[src/rtl/bldc_startup_sequencer_if.sv]
// ----------------------------------------------------------------------------
// bldc_startup_sequencer_if
// Control/status bundle between the motor-enable logic (master) and the BLDC
// start-up sequencer (slave).
//   enable                    master -> slave  start-up / run request (level)
//   fault                     master -> slave  overcurrent / driver fault (level)
//   align_duty                slave -> master  alignment vector duty
//   apply_initial_commutation slave -> master  drive the alignment vector
//   reset_encoder_count       slave -> master  hold encoder counter at zero
//   run                       slave -> master  normal commutation permitted
//   fault_latched             slave -> master  sequencer is in FAULT
//   retry_count               slave -> master  automatic retries consumed
// ----------------------------------------------------------------------------
interface bldc_startup_sequencer_if #(
    parameter int unsigned DUTY_W = 8
);
    logic              enable;
    logic              fault;
    logic [DUTY_W-1:0] align_duty;
    logic              apply_initial_commutation;
    logic              reset_encoder_count;
    logic              run;
    logic              fault_latched;
    logic [1:0]        retry_count;

    modport master (
        output enable, fault,
        input  align_duty, apply_initial_commutation, reset_encoder_count,
               run, fault_latched, retry_count
    );

    modport slave (
        input  enable, fault,
        output align_duty, apply_initial_commutation, reset_encoder_count,
               run, fault_latched, retry_count
    );
endinterface

[src/rtl/bldc_startup_sequencer.sv]
// ----------------------------------------------------------------------------
// bldc_startup_sequencer
// BLDC start-up sequencer: on enable it ramps the alignment duty, holds the
// alignment vector, zeroes the encoder and then permits normal commutation,
// supervising the fault input throughout.
// Ports:
//   clk    in  system clock
//   reset  in  asynchronous, active-high reset
//   sif    slave modport of bldc_startup_sequencer_if (enable/fault in,
//          align_duty/apply_initial_commutation/reset_encoder_count/run/
//          fault_latched/retry_count out, all registered)
// Build option:
//   BLDC_SEQ_AUTO_RETRY_EN  when defined, FAULT backs off RETRY_TICKS cycles
//                           and retries up to RETRY_MAX times; otherwise
//                           FAULT is sticky until enable drops.
// ----------------------------------------------------------------------------
module bldc_startup_sequencer #(
    parameter int unsigned CNT_W           = 32,
    parameter int unsigned DUTY_W          = 8,
    parameter int unsigned ALIGN_DUTY_MAX  = 128,
    parameter int unsigned RAMP_STEP_TICKS = 1000,
    parameter int unsigned ALIGN_TICKS     = 100000000,
    parameter int unsigned ZERO_TICKS      = 5000000,
    parameter int unsigned RETRY_TICKS     = 50000000,
    parameter int unsigned RETRY_MAX       = 3
) (
    input  logic                      clk,
    input  logic                      reset,
    bldc_startup_sequencer_if.slave   sif
);

    typedef enum logic [2:0] {
        S_IDLE,
        S_ALIGN_RAMP,
        S_ALIGN_HOLD,
        S_ZERO_ENC,
        S_RUN,
        S_FAULT
    } state_t;

    // Counter loads are N-1: a state exits on the edge where the counter is 0
    localparam logic [CNT_W-1:0]  RAMP_LOAD  = CNT_W'(RAMP_STEP_TICKS - 1);
    localparam logic [CNT_W-1:0]  ALIGN_LOAD = CNT_W'(ALIGN_TICKS - 1);
    localparam logic [CNT_W-1:0]  ZERO_LOAD  = CNT_W'(ZERO_TICKS - 1);
`ifdef BLDC_SEQ_AUTO_RETRY_EN
    localparam logic [CNT_W-1:0]  FAULT_LOAD = CNT_W'(RETRY_TICKS - 1);
`else
    localparam logic [CNT_W-1:0]  FAULT_LOAD = '0;
`endif
    localparam logic [DUTY_W-1:0] DUTY_MAX   = DUTY_W'(ALIGN_DUTY_MAX);

    // Elaboration-time parameter sanity
    if (ALIGN_DUTY_MAX < 1 || ALIGN_DUTY_MAX >= (2 ** DUTY_W) ||
        RAMP_STEP_TICKS < 1 || ALIGN_TICKS < 1 || ZERO_TICKS < 1 ||
        RETRY_TICKS < 1) begin : g_bad_param
        $error("bldc_startup_sequencer: illegal parameter value");
    end
    if (RETRY_MAX > 3) begin : g_retry_cap
        $warning("bldc_startup_sequencer: retries are capped at 3 by retry_count");
    end

    state_t            r_state, w_state_nxt;
    logic [CNT_W-1:0]  r_cnt, w_cnt_nxt, w_cnt_dec;
    logic [DUTY_W-1:0] r_duty, w_duty_nxt, w_duty_inc;
    logic [1:0]        r_retry, w_retry_nxt;
    logic              r_apply, w_apply_nxt;
    logic              r_zero, w_zero_nxt;
    logic              r_run, w_run_nxt;
    logic              r_fault, w_fault_nxt;
    logic              w_cnt_zero;

    assign w_cnt_zero = (r_cnt == '0);
    assign w_cnt_dec  = r_cnt - CNT_W'(1);
    assign w_duty_inc = r_duty + DUTY_W'(1);

    // Next-state, counter, duty and registered-output decode
    always_comb begin
        w_state_nxt = r_state;
        w_cnt_nxt   = w_cnt_zero ? r_cnt : w_cnt_dec;   // saturates at 0
        w_duty_nxt  = r_duty;
        w_retry_nxt = r_retry;

        if (!sif.enable) begin
            w_state_nxt = S_IDLE;
            w_cnt_nxt   = '0;
            w_retry_nxt = '0;
        end else if (sif.fault && (r_state != S_IDLE)) begin
            // Already in FAULT: back-off timer keeps running, no reload
            if (r_state != S_FAULT) begin
                w_state_nxt = S_FAULT;
                w_cnt_nxt   = FAULT_LOAD;
            end
        end else begin
            case (r_state)
                S_IDLE: begin
                    w_state_nxt = S_ALIGN_RAMP;
                    w_cnt_nxt   = RAMP_LOAD;
                    w_duty_nxt  = '0;
                end
                S_ALIGN_RAMP: begin
                    if (w_cnt_zero) begin
                        w_duty_nxt = w_duty_inc;
                        if (w_duty_inc == DUTY_MAX) begin
                            w_state_nxt = S_ALIGN_HOLD;
                            w_cnt_nxt   = ALIGN_LOAD;
                        end else begin
                            w_cnt_nxt   = RAMP_LOAD;
                        end
                    end
                end
                S_ALIGN_HOLD: begin
                    if (w_cnt_zero) begin
                        w_state_nxt = S_ZERO_ENC;
                        w_cnt_nxt   = ZERO_LOAD;
                    end
                end
                S_ZERO_ENC: begin
                    if (w_cnt_zero) begin
                        w_state_nxt = S_RUN;
                    end
                end
                S_RUN: begin
                end
                S_FAULT: begin
`ifdef BLDC_SEQ_AUTO_RETRY_EN
                    if (w_cnt_zero && (32'(r_retry) < RETRY_MAX) && (r_retry != 2'd3)) begin
                        w_state_nxt = S_ALIGN_RAMP;
                        w_cnt_nxt   = RAMP_LOAD;
                        w_duty_nxt  = '0;
                        w_retry_nxt = r_retry + 2'd1;
                    end
`endif
                end
                default: begin
                    w_state_nxt = S_IDLE;
                    w_cnt_nxt   = '0;
                end
            endcase
        end

`ifndef BLDC_SEQ_AUTO_RETRY_EN
        w_retry_nxt = '0;
`endif

        // Outputs follow the next state so they change on the same edge
        w_apply_nxt = (w_state_nxt == S_ALIGN_RAMP) || (w_state_nxt == S_ALIGN_HOLD);
        w_zero_nxt  = (w_state_nxt == S_ZERO_ENC);
        w_run_nxt   = (w_state_nxt == S_RUN);
        w_fault_nxt = (w_state_nxt == S_FAULT);
        if (!w_apply_nxt) begin
            w_duty_nxt = '0;
        end
    end

    // State, counter and output registers
    always_ff @(posedge clk or posedge reset) begin
        if (reset) begin
            r_state <= S_IDLE;
            r_cnt   <= '0;
            r_duty  <= '0;
            r_retry <= '0;
            r_apply <= 1'b0;
            r_zero  <= 1'b0;
            r_run   <= 1'b0;
            r_fault <= 1'b0;
        end else begin
            r_state <= w_state_nxt;
            r_cnt   <= w_cnt_nxt;
            r_duty  <= w_duty_nxt;
            r_retry <= w_retry_nxt;
            r_apply <= w_apply_nxt;
            r_zero  <= w_zero_nxt;
            r_run   <= w_run_nxt;
            r_fault <= w_fault_nxt;
        end
    end

    assign sif.align_duty                = r_duty;
    assign sif.apply_initial_commutation = r_apply;
    assign sif.reset_encoder_count       = r_zero;
    assign sif.run                       = r_run;
    assign sif.fault_latched             = r_fault;
    assign sif.retry_count               = r_retry;

endmodule

[src/flat_wrapper.sv]
// flat-port wrapper written by rule: the top's interface ports become plain ports
module bldc_startup_sequencer_flat 
#(
    parameter int unsigned CNT_W           = 32,
    parameter int unsigned DUTY_W          = 8,
    parameter int unsigned ALIGN_DUTY_MAX  = 128,
    parameter int unsigned RAMP_STEP_TICKS = 1000,
    parameter int unsigned ALIGN_TICKS     = 100000000,
    parameter int unsigned ZERO_TICKS      = 5000000,
    parameter int unsigned RETRY_TICKS     = 50000000,
    parameter int unsigned RETRY_MAX       = 3
)
  (clk, reset, sif_enable, sif_fault, sif_align_duty, sif_apply_initial_commutation, sif_reset_encoder_count, sif_run, sif_fault_latched, sif_retry_count);
  bldc_startup_sequencer_if #(.DUTY_W(DUTY_W)) sif_i ();
  input  logic clk;
  input  logic reset;
  input wire logic [$bits(sif_i.enable)-1:0] sif_enable;
  input wire logic [$bits(sif_i.fault)-1:0] sif_fault;
  output wire logic [$bits(sif_i.align_duty)-1:0] sif_align_duty;
  output wire logic [$bits(sif_i.apply_initial_commutation)-1:0] sif_apply_initial_commutation;
  output wire logic [$bits(sif_i.reset_encoder_count)-1:0] sif_reset_encoder_count;
  output wire logic [$bits(sif_i.run)-1:0] sif_run;
  output wire logic [$bits(sif_i.fault_latched)-1:0] sif_fault_latched;
  output wire logic [$bits(sif_i.retry_count)-1:0] sif_retry_count;
  assign sif_i.enable = sif_enable;
  assign sif_i.fault = sif_fault;
  assign sif_align_duty = sif_i.align_duty;
  assign sif_apply_initial_commutation = sif_i.apply_initial_commutation;
  assign sif_reset_encoder_count = sif_i.reset_encoder_count;
  assign sif_run = sif_i.run;
  assign sif_fault_latched = sif_i.fault_latched;
  assign sif_retry_count = sif_i.retry_count;
  bldc_startup_sequencer #(.CNT_W(CNT_W), .DUTY_W(DUTY_W), .ALIGN_DUTY_MAX(ALIGN_DUTY_MAX), .RAMP_STEP_TICKS(RAMP_STEP_TICKS), .ALIGN_TICKS(ALIGN_TICKS), .ZERO_TICKS(ZERO_TICKS), .RETRY_TICKS(RETRY_TICKS), .RETRY_MAX(RETRY_MAX)) u_core (.clk(clk), .reset(reset), .sif(sif_i));
endmodule
[config.mk]
export PLATFORM = sky130hd
export DESIGN_NAME = bldc_startup_sequencer_flat
export DESIGN_NICKNAME = d
export VERILOG_FILES = /design/src/rtl/bldc_startup_sequencer_if.sv /design/src/rtl/bldc_startup_sequencer.sv /design/src/flat_wrapper.sv
export SDC_FILE = /design/constraint.sdc
export NUM_CORES = 1
export LEC_CHECK = 0
export BUFFER_PORTS_ARGS = -buffer_cell sky130_fd_sc_hd__buf_2
export CAP_MARGIN = 25
export CORE_UTILIZATION = 50
export DETAILED_ROUTE_END_ITERATION = 6
export PLACE_DENSITY_LB_ADDON = 0.05
export SLEW_MARGIN = 10
export SYNTH_ARGS = -nofsm -noshare
export SYNTH_HDL_FRONTEND = slang
export SYNTH_SLANG_ARGS = --single-unit
[constraint.sdc]
create_clock -name clk -period 2.9 [get_ports clk]
set_input_delay 0.435 -clock clk [delete_from_list [all_inputs] [get_ports clk]]
set_output_delay 0.435 -clock clk [all_outputs]
set_load 0.01 [all_outputs]
---- Word level (Yosys, flattened, before mapping) ----
Cells that the tools add are included.
storage, ports and cells
  flip-flop bits (word level) ............. 47
  output and inout bits ................... 14
  word-level logic and storage cells ...... 54
operators by class
  add/subtract/negate cells ............... 2
  equality and inequality tests ........... 16
  multiplexer cells ....................... 21
  reduce and logical (&&, ||, !) cells .... 8
operator list
  kind                                                 number
  two-way mux 32 bit                                   6
  one-hot mux 32 bit (4 select lines)                  1
  zero test 32 bit                                     1
  two-way mux 8 bit                                    4
  subtractor 32 x 1 -> 32 bit, second input constant   1
  two-way mux 27 bit                                   1
  two-way mux 3 bit                                    7
  one-hot mux 8 bit (2 select lines)                   1
  one-hot mux 3 bit (5 select lines)                   1
  equality test 3 x 2 -> 1 bit, second input constant  4
  equality test 3 bit, second input constant           4
  != test 3 bit, second input constant                 3
  adder 8 x 1 -> 8 bit, second input constant          1
  equality test 8 bit, second input constant           1
  equality test 3 x 1 -> 1 bit, second input constant  2
  != test 2 bit, second input constant                 2
  AND reduction 4 bit                                  1
  zero test 3 bit                                      1
  nonzero test 3 bit                                   1
  OR reduction 3 bit                                   1
  OR reduction 2 bit                                   1
  logical AND 1 bit                                    1
  logical OR 1 bit                                     1

---- Depth between registers and ports, before layout ----
  depth after elaboration ................. 11
  gate-level depth with buffers ........... 10
  gate-level depth less buffers ........... 9

---- Least setup slack after synthesis ----
No wires, ideal clock.
  path type ............................... register to register
  start point ............................. register u_core.r_cnt[0]
  end point ............................... register u_core.r_duty[0], in the netlist u_core.sif.align_duty[0]
  library setup time ...................... 0.142 ns
  arrival time ............................ 2.482 ns
  required time ........................... 2.758 ns
  setup slack ............................. 0.276 ns
  cell stages (with the launch flop) ...... 10
  buffers on the path ..................... 0
  period minus slack after synthesis ...... 2.624 ns
  path through ............................ dfrtp_1 > inv_1 > ha_1 > nor3b_2 > and4_1 > nand3_1 > mux2i_1 > o31ai_1 > mux2i_1 > nor2_1
on the way
  cells in the longest elaborated chain, start to end .. 9
  elaborated cells between the ends (all ways) .. 16
  those cells by class .................... eq/ne (6); mux (7); reduce/logical (3)
RTL lines
  item                                                                                 line                                                                                         text
  start, declared                                                                      bldc_startup_sequencer.sv:63                                                                 logic [CNT_W-1:0] r_cnt, w_cnt_nxt, w_cnt_dec;
  start signal, assigned                                                               bldc_startup_sequencer.sv:168                                                                r_cnt <= w_cnt_nxt;
  zero test 32 bit *                                                                   bldc_startup_sequencer.sv:72                                                                 assign w_cnt_zero = (r_cnt == '0);
  two-way mux 3 bit, on equally long branches                                          bldc_startup_sequencer.sv:118, bldc_startup_sequencer.sv:101, bldc_startup_sequencer.sv:112
  one-hot mux 3 bit (5 select lines)                                                   bldc_startup_sequencer.sv:94                                                                 case (r_state)
  two-way mux 3 bit                                                                    bldc_startup_sequencer.sv:87                                                                 end else if (sif.fault && (r_state != S_IDLE)) begin
  two-way mux 3 bit                                                                    bldc_startup_sequencer.sv:83                                                                 if (!sif.enable) begin
  equality test 3 x 1 -> 1 bit / equality test 3 x 2 -> 1 bit (equally long branches)  bldc_startup_sequencer.sv:146                                                                w_apply_nxt = (w_state_nxt == S_ALIGN_RAMP) || (w_state_nxt == S_ALIGN_HOLD);
  logical OR 1 bit                                                                     bldc_startup_sequencer.sv:146
  != test 3 bit (no line) / != test 2 bit (equally long branches)                      n/a
  AND reduction 4 bit (no line)                                                        n/a
  end signal, assigned                                                                 bldc_startup_sequencer.sv:169                                                                r_duty <= w_duty_nxt;
  end, declared                                                                        bldc_startup_sequencer.sv:64                                                                 logic [DUTY_W-1:0] r_duty, w_duty_nxt, w_duty_inc;
Every way passes the cells marked *; elsewhere a longest branch is shown, timed or not.
A chain may end at the register's enable or synchronous reset.

---- Worst setup path after layout ----
  start point ............................. register u_core.r_duty[0], in the netlist u_core.sif.align_duty[0]
  end point ............................... register u_core.r_cnt[23]
on the way
  cells in the longest elaborated chain, start to end .. 7
RTL lines
  item                                 line                           text
  adder 8 x 1 -> 8 bit                 bldc_startup_sequencer.sv:74   assign w_duty_inc = r_duty + DUTY_W'(1);
  equality test 8 bit                  bldc_startup_sequencer.sv:103  if (w_duty_inc == DUTY_MAX) begin
  two-way mux 27 bit                   bldc_startup_sequencer.sv:103
  two-way mux 32 bit                   bldc_startup_sequencer.sv:101  if (w_cnt_zero) begin
  one-hot mux 32 bit (4 select lines)  bldc_startup_sequencer.sv:94
  two-way mux 32 bit                   bldc_startup_sequencer.sv:87
  two-way mux 32 bit                   bldc_startup_sequencer.sv:83
  net u_core.w_cnt_nxt[23]             bldc_startup_sequencer.sv:63
The timed path passes the listed nets, and every way through them passes these cells.

==> metrics.md <==
| Metric | Value |
|---|---|
| GP Congestion | 0.8705 |
| Post-route ant nets | 0 |
| CORE AREA | 0.005608 mm² |
| Initial antenna violation count | 0 |
| Peak Freq | roughly 0.38 GHz |
| Avg Cell Area, Syn | 8.932 µm² |
| Cells along the critical path | ha_1 > nand4_1 > o21ai_1 > o2111ai_1 > or2_2 > a41o_1 > o311a_4 > a31oi_1 |
| Setup slack after layout | 0.2395 ns |
| Endpoints failing hold | 0 |
| Routed WL per cell | 16.60 µm |
| Most common cell after layout, fill and taps aside | dfrtp_1 |
| CTS Sinks | 47 |
| Register Area | 0.001176 mm² |
| Final HPWL DP | 5.106 mm |
| H-tree depth | 2 |
| CP startpoint kind | flop |
| ANT cells | 0 |
| Setup TNS | 0 ns |
| Crit-path max cell delay | 0.46 ns |
| # hold bufs at CTS | 0 |
| Power Density | 538.8 mW/mm² |
| Vias after detailed routing | 2565 |
| Post-synth EDFFs | 0 |
| CTS root buffer | clkbuf_8 |
| Status | completed |
| Row cnt | 27 |
| Main flop type after synthesis | dfrtp_1 |
| Largest net degree at the start of global routing | 48 |
| Max Cap Viol | 0 |
| Total grt overflow | 0 |
| Starting DRT DRC Count | 243 |
| CP endpoint kind | flop |
| WP data required | 3.14 ns |
| Clk pin slew, worst setup/hold paths | 0.10 ns |
| Relative slew slack | 60.46% |
| Highest-count cells in the layout ignoring fill and taps | dfrtp_1, nor2_1, nand2_1, o21ai_0 |
| IO Count | 18 |
| Post-Synthesis Cells | between 300 and 400 |
| Pre-CTS WS | 0.2007 ns |
| Skew-Pair Late Insertion Delay | 0.32 ns |
| DRT Pass-1 Iters | 5 |
| Peak supply drop | 0.2926 mV |
| CTS buffer count | 5 |
| DRC viols | 0 |
| Worst-path fanout max | 7 |
| CTS tree | yes |
| Setup CP Type | flop to flop |
| Nets@finish | 361 |
| CP Data Arrival Time | 2.90 ns |
| Detailed Route WL | ~7.1 mm |
| Max Root-Sink Buffers | 2 |
| Yosys reg bits | 47 |
| Gr usage total | 24.77% |
| Tcrit/Tclk final | roughly nine tenths |
| I/O Buffers | 15 |
| DIE AREA | 0.006224 mm² |
| Async S/R FF share, synth | 100.0% |
| Die W | 78.90 µm |
| Final setup fails | 0 |
| Share of cells above drive strength 1 | roughly 14% |
| RSZ-0062 raised after global routing | false |
| Mapped cell area | 0.002957 mm² |
| Via/cell ratio | 6.021 |
| Slowest cell on crit path | dfrtp_1 |
| Die height | roughly 79 µm |
| Yosys warnings | 0 |
| Number of global-route vias before repair | 2331 |
| First-pass GRT wire length | 11.84 mm |
| Hold WC Path Type | primary input to async pin |
| Final Critical Period | 2.661 ns |
| Layout fillers | 516 |
| Post-layout util | 58.26% |
| Synth-to-Final Area Change | 10.50% |
| Multi-input gate area | around 0.0017 mm² |
| Synth unique cells | 57 |
| Initial Util | a little over half |
| Seq/Total Area, Yosys | 39.78% |
| Worst Tran Pin Value | 0.5931 ns |
| Leakage Power | 1.467 nW |
| Slew Limit Fails | 0 |
| Worst Skew | 0.008280 ns |
==> synth_stat cells (4+ instances only) <==
cell / n / share of area, %
dfrtp_1: 47 / 40
nor2_1: 38 / 4.8
nand2_1: 22 / 2.8
o21ai_0: 22 / 3.7
a21oi_1: 19 / 3.2
xnor2_1: 19 / 5.6
nor4_1: 15 / 3.2
inv_1: 12 / 1.5
nor3_1: 8 / 1.4
or3_1: 8 / 1.7
and2_1: 7 / 1.5
clkbuf_1: 7 / 0.89
nand3_1: 6 / 1.0
nand4_1: 6 / 1.3
o31ai_1: 6 / 1.5
or4_1: 6 / 1.5
a21o_1: 5 / 1.3
a31oi_1: 4 / 0.85
and3_1: 4 / 0.85
buf_2: 4 / 0.68
ha_1: 4 / 1.7
xor2_1: 4 / 1.2
==> metal layers <==
layer	global-route usage, %	wire length, µm	vias up	share of wire, %
li1	-	-	1264	-
met1	37.21	3528	1215	50
met4	7.091	83	0	1.2
met2	36.52	3119	82	44
met5	0	0	-	0
met3	4.138	338	4	4.8
==> what timing repair did <==
action | CTS | global route
buffers inserted | 0 | 0
gates resized for setup | 0 | 1
setup endpoints to repair | 0 | 3
==> report_power, final <==
| group | internal [mW] | total [mW] | switching [mW] |
|---|---|---|---|
| logic | 0.233 | 0.565 | 0.332 |
| registers | 0.697 | 0.757 | 0.0602 |
| clock network | 0.179 | 0.437 | 0.258 |
| total | 1.11 | 1.76 | 0.651 |
==> critical path: cells and delay by family (launching register included) <==
kind / cells / cell delay, ns
AOI/OAI and AO/OA: 5 / 1.27
and+or+nand+nor: 2 / 0.57
DFF: 1 / 0.46
adders and majority gates: 1 / 0.27
==> registers in the layout, summed over array words and instances (netlist names) <==
register,cells
u_core.r_cnt,32
u_core.sif.reset_encoder_count,1
u_core.sif.align_duty,8
u_core.sif.fault_latched,1
u_core.sif.apply_initial_commutation,1
u_core.sif.run,1
u_core.r_state,3
==> final timing paths <==
path                                     startpoint                  endpoint  slack [ns]  cells past startpoint
max in group asynchronous                     reset  u_core.sif.align_duty[7]        2.24                      3
max reg2reg                u_core.sif.align_duty[0]          u_core.r_cnt[23]        0.24                      8
min                                           reset           u_core.r_cnt[9]        0.16                      2
max                        u_core.sif.align_duty[0]          u_core.r_cnt[23]        0.24                      8
min reg2reg                        u_core.r_cnt[31]          u_core.r_cnt[31]        0.57                      2
min in group clk                         sif_enable         u_core.r_state[0]        0.46                      2
==> stage by stage <==
step,power (mW),instance area (µm²),std cells,hold slack [ns]
floorplan,1.185,2960,332,0.5260
global placement,1.320,3143,417,0.5487
detailed placement,1.324,3143,417,0.5582
CTS,1.766,3239,425,0.3836
global route,1.865,3267,426,0.2034
finish,1.760,3267,426,0.1598
==> cells by family after synthesis <==
kind of cell,after synthesis,share of synthesized area (%)
multiplexers,3,1.058
flip-flops,47,39.78
XOR/XNOR,23,6.813
AND/OR/NAND/NOR,137,26.20
other,1,0.1268
buffers and inverters,28,4.232
adder cells (fa/ha/maj),6,2.370
AO/OA/AOI/OAI,86,19.42
==> cell type report <==
class	count	share of cell area (%)
multi-input combinational	257	50.79
sequential	47	36.00
timing repair buffer	28	5.898
tap	72	2.758
clock buffer	5	2.106
inverter	14	1.609
clock inverter	3	0.8426
Note: power is estimated with default switching activity, not from simulation.
